### src/rtl/wb_slot_scheduler.sv
// Shared writeback-port scheduler: fixed-latency units reserve a future slot at
// issue; a variable-latency divider fills cycles that no reservation claims.
module wb_slot_scheduler #(
  parameter int MaxLat      = 4,
  parameter int TransIdBits = 3
) (
  input  logic                   clk_i,
  input  logic                   rst_i,
  input  logic                   flush_i,
  input  logic                   issue_valid_i,
  input  logic [3:0]             issue_lat_i,
  input  logic [TransIdBits-1:0] issue_trans_id_i,
  output logic                   issue_ready_o,
  input  logic                   var_req_i,
  input  logic [TransIdBits-1:0] var_trans_id_i,
  output logic                   var_gnt_o,
  output logic                   wb_valid_o,
  output logic [TransIdBits-1:0] wb_trans_id_o,
  output logic [1:0]             wb_src_o,
  output logic [3:0]             occupancy_o,
  output logic [15:0]            stall_cnt_o
);

  typedef struct packed {
    logic                   vld;
    logic [TransIdBits-1:0] id;
  } slot_t;

  localparam logic [1:0] SrcSlot = 2'd0;
  localparam logic [1:0] SrcL0   = 2'd1;
  localparam logic [1:0] SrcVar  = 2'd2;

  slot_t [MaxLat:0] res_q, res_d;
  logic             slot_busy, lat_ok, fire, fire_l0;
  logic [3:0]       occ_d;

  // Latencies beyond MaxLat have no slot; the guarded lookup keeps the index in range.
  always_comb begin
    slot_busy = 1'b0;
    for (int j = 0; j <= MaxLat; j++)
      if (issue_lat_i == 4'(j)) slot_busy = res_q[j].vld;
  end

  assign lat_ok        = int'(issue_lat_i) <= MaxLat;
  assign issue_ready_o = !rst_i && !flush_i && lat_ok && !slot_busy;
  assign fire          = issue_valid_i && issue_ready_o;
  assign fire_l0       = fire && (issue_lat_i == 4'd0);
  assign var_gnt_o     = var_req_i && !rst_i && !flush_i && !res_q[0].vld && !fire_l0;

  always_comb begin
    wb_valid_o    = 1'b0;
    wb_trans_id_o = '0;
    wb_src_o      = SrcSlot;
    if (rst_i || flush_i) begin
      wb_valid_o = 1'b0;
    end else if (res_q[0].vld) begin
      wb_valid_o    = 1'b1;
      wb_trans_id_o = res_q[0].id;
      wb_src_o      = SrcSlot;
    end else if (fire_l0) begin
      wb_valid_o    = 1'b1;
      wb_trans_id_o = issue_trans_id_i;
      wb_src_o      = SrcL0;
    end else if (var_gnt_o) begin
      wb_valid_o    = 1'b1;
      wb_trans_id_o = var_trans_id_i;
      wb_src_o      = SrcVar;
    end
  end

  // Slot L-1 after the shift is the old slot L, which the ready check found free.
  always_comb begin
    res_d = '0;
    for (int j = 0; j < MaxLat; j++) res_d[j] = res_q[j+1];
    if (fire && issue_lat_i != 4'd0) begin
      for (int j = 0; j < MaxLat; j++)
        if (issue_lat_i == 4'(j + 1)) begin
          res_d[j].vld = 1'b1;
          res_d[j].id  = issue_trans_id_i;
        end
    end
    if (flush_i) res_d = '0;
    occ_d = '0;
    for (int j = 0; j <= MaxLat; j++) occ_d = occ_d + 4'(res_d[j].vld);
  end

  always_ff @(posedge clk_i) begin
    if (rst_i) begin
      res_q       <= '0;
      occupancy_o <= '0;
      stall_cnt_o <= '0;
    end else begin
      res_q       <= res_d;
      occupancy_o <= occ_d;
      if (issue_valid_i && !issue_ready_o && stall_cnt_o != 16'hFFFF)
        stall_cnt_o <= stall_cnt_o + 16'd1;
    end
  end

endmodule
### config.mk
export PLATFORM = sky130hd
export DESIGN_NAME = wb_slot_scheduler
export DESIGN_NICKNAME = d
export VERILOG_FILES = /design/src/rtl/wb_slot_scheduler.sv
export SDC_FILE = /design/constraint.sdc
export NUM_CORES = 1
export LEC_CHECK = 0
export ABC_AREA = 1
export CORE_ASPECT_RATIO = 2
export CORE_MARGIN = 5
export CORE_UTILIZATION = 35
export DETAILED_ROUTE_END_ITERATION = 8
export PLACE_DENSITY = 0.6
export SLEW_MARGIN = 20
export SYNTH_ARGS = -nofsm -noshare
export SYNTH_HDL_FRONTEND = slang
export SYNTH_SLANG_ARGS = --single-unit
### constraint.sdc
create_clock -name clk_i -period 5.3 [get_ports clk_i]
set_input_delay 1.06 -clock clk_i [delete_from_list [all_inputs] [get_ports clk_i]]
set_output_delay 1.06 -clock clk_i [all_outputs]
set_load 0.005 [all_outputs]
==> results.sh <==
export IMPL_cts_tree="done"
export IMPL_power_density_nw_per_um2=201.6
export IMPL_drt_met1_wl_um=1855
export IMPL_start_util_pct=36.20
export IMPL_cp_arrival_ns=3.46
export IMPL_wl_per_cell_um=13.53
export IMPL_firstDrtPassIters=4
export IMPL_cts_sinks=35
export IMPL_synth_top_cell_area_share_pct=35.40
export IMPL_syn_inst=275
export IMPL_path_class="in -> out"
export IMPL_async_flop_share_pct=0
export IMPL_p_clk_share_pct=37.6
export IMPL_die_h_um=116.4
export IMPL_ant_nets=0
export IMPL_track_usage_pct=14.76
export IMPL_clk_latency_ns=0.28
export IMPL_hold_viol_final=0
export IMPL_crit_path_end_kind="primary output"
export IMPL_io_buffers=41
export IMPL_multi_input_comb_area_um2=1064
export IMPL_clk_pin_slew_worst_paths_ns=0.07
export IMPL_first_global_vias=1865
export IMPL_finalCritPeriodShare_pct=85.30
export IMPL_setup_viol=0
export IMPL_syn2layout_area_growth_pct=26.30
export IMPL_drt_initial_drc_count=71
export IMPL_wirelength_um=5101
export IMPL_dpl_hpwl_um=3938
export IMPL_nets=335
export IMPL_die_w_um=63.18
export IMPL_ys_ff_latch=35
export IMPL_top_layer_used="met4"
export IMPL_drive_gt1_share_pct=12.62
export IMPL_ys_warn_count=0
export IMPL_vias=1868
export IMPL_relSlewSlack_pct=59.79
export IMPL_met3_length_um=250
export IMPL_route_met2_wl_um=2864
export IMPL_p_comb_share_pct=9.7
export IMPL_rsz0062_at_grt="no"
export IMPL_avgSynthCellArea_um2=7.198
export IMPL_synth_main_ff_cell="dfxtp_1"
export IMPL_hold_class="reg -> reg"
export IMPL_grt_pass1_wl_um=8618
export IMPL_tightest_slew_ns=0.6017
export IMPL_ir_drop_mv=0.2194
export IMPL_numCtsBuffers=5
export IMPL_antenna_found_initial=0
export IMPL_yosysSeqAreaShare_pct=35.40
export IMPL_fmaxAchievable_ghz=0.2212
export IMPL_post_cts_buffers=0
export IMPL_synth_edff_count=0
export IMPL_rows=38
export IMPL_synth_top_cells_by_area="dfxtp_1 35%, nand2_1 10%, nand3_1 7.8%, inv_1 7.8%, a21oi_1 5.3%"
export IMPL_dp_cells=369
export IMPL_io_pins=43
export IMPL_synthesis_nets=294
export IMPL_yosysTopAreaCell="dfxtp_1"
export IMPL_period_needed_ns=4.521
export IMPL_dieArea_um2=7350
export IMPL_maxSlewViolCount=0
export IMPL_switching_share_pct=25.22
export IMPL_coreArea_um2=5468
export IMPL_power_leakage_nw=1.032
export IMPL_clock_path_buffers=2
export IMPL_synthDistinctLibCells=32
export IMPL_antennaDiodeCount=0
export IMPL_power_switching_mw=0.1271
export IMPL_p_int_mw=0.3769
export IMPL_nFillCells=580
export IMPL_critPathLaunchType="primary input"
export IMPL_max_cap_violations=0
export IMPL_root_buffer="clkbuf_8"
export IMPL_grt_max_degree=20
export IMPL_hold_buffers=0
export IMPL_cp_required_ns=4.24
export IMPL_fin_cells=377
export IMPL_seqCellArea_um2=700.7
export IMPL_avgViaCountPerCell=4.955
export IMPL_gp_congestion=0.8668
export IMPL_h_tree_depth=2
export IMPL_overflow=0
export IMPL_fin_tns_setup_ns=0
export IMPL_status="finished, final reports clean"
export IMPL_synthesis_area_um2=1979
export IMPL_drc=0
export IMPL_crit_fanout=13
export IMPL_skew_ns=0.003889
export IMPL_power_frac_seq_pct=52.7
export IMPL_cts_resized=0
==> power by group through the flow <==
stage               Sequential [mW]  Combinational (mW)  Clock, mW
floorplan                     0.272              0.0265          0
global placement              0.272              0.0488          0
detailed placement            0.272              0.0489          0
CTS                           0.266              0.0491      0.201
global route                  0.266              0.0532      0.212
finish                        0.266              0.0487      0.190
==> layer usage <==
layer / up-vias / track usage, %
li1: 951 / -
met1: 853 / 14.83
met2: 53 / 28.38
met3: 11 / 3.176
met4: 0 / 6.657
met5: - / 0
==> Yosys cell counts, types with 2 or more instances <==
cell / n
nor2_4: 4
buf_1: 2
a21oi_2: 10
nand3_1: 31
xor2_1: 8
a21oi_1: 21
xnor2_1: 6
nand2_2: 13
ha_1: 3
dfxtp_1: 35
nand4_1: 5
nor2_1: 19
nor4_1: 3
buf_2: 3
nand2_1: 55
inv_1: 41
==> metrics by stage <==
step                setup slack [ns]  util, %  hold slack [ns]  total power, mW  area, µm²
detailed placement            0.7742    44.23           0.4828           0.3210       2419
floorplan                      2.117        -           0.4504           0.2982       1979
global placement              0.8967    44.23           0.4825           0.3208       2419
CTS                           0.7833    45.72           0.4927           0.5156       2500
global route                  0.5663    45.72           0.5232           0.5309       2500
finish                        0.7789    45.72           0.4968           0.5041       2500
==> area by class of cell <==
class	count	share of cell area, %
Clock buffer	7	3.053
Clock inverter	1	0.2002
Inverter	43	6.456
Multi-Input combinational cell	189	42.54
Sequential cell	35	28.03
Tap cell	60	3.003
Timing Repair Buffer	42	16.72
==> cells by family after synthesis <==
family / synth area share [%]
AO/OA/AOI/OAI: 10.81
XOR/XNOR: 6.195
adder cells (fa/ha/maj): 2.908
buffers and inverters: 10.87
flip-flops: 35.40
other: 0.1895
AND/OR/NAND/NOR: 33.63
==> registers in the layout, indices dropped and copies added, names as in the netlist <==
| name | count |
|---|---|
| stall_cnt_o | 16 |
| occupancy_o | 3 |
| res_q | 16 |
==> worst max-delay path, cell delays in order <==
cell	delay, ns
clkdlybuf4s50_1	0.52
nor2_4	0.33
inv_2	0.13
nor3_2	0.24
inv_1	0.11
a21oi_4	0.24
nand4_1	0.12
nand3_1	0.10
nand2_1	0.05
inv_1	0.06
clkdlybuf4s50_1	0.49
==> path summary, 6_finish.rpt <==
check | cells after the start | slack [ns] | from | end
max | 11 | 0.78 | flush_i | wb_trans_id_o[0]
min reg2reg | 2 | 0.50 | res_q[7] | res_q[3]
min | 2 | 0.50 | res_q[7] | res_q[3]
max reg2reg | 14 | 2.72 | res_q[3] | occupancy_o[1]
==> cells in the final DEF, fill, tap and decap left out, types with 4 or more instances in the layout <==
cell | netlist | routed
nand2_1 | 55 | 55
inv_1 | 41 | 41
clkdlybuf4s50_1 | 0 | 41
dfxtp_1 | 35 | 35
nand3_1 | 31 | 31
a21oi_1 | 21 | 21
nor2_1 | 19 | 19
nand2_2 | 13 | 13
a21oi_2 | 10 | 10
xor2_1 | 8 | 8
xnor2_1 | 6 | 6
nand4_1 | 5 | 5
clkbuf_8 | 0 | 5
nor2_4 | 4 | 4
(Power assumes the default switching activity.)
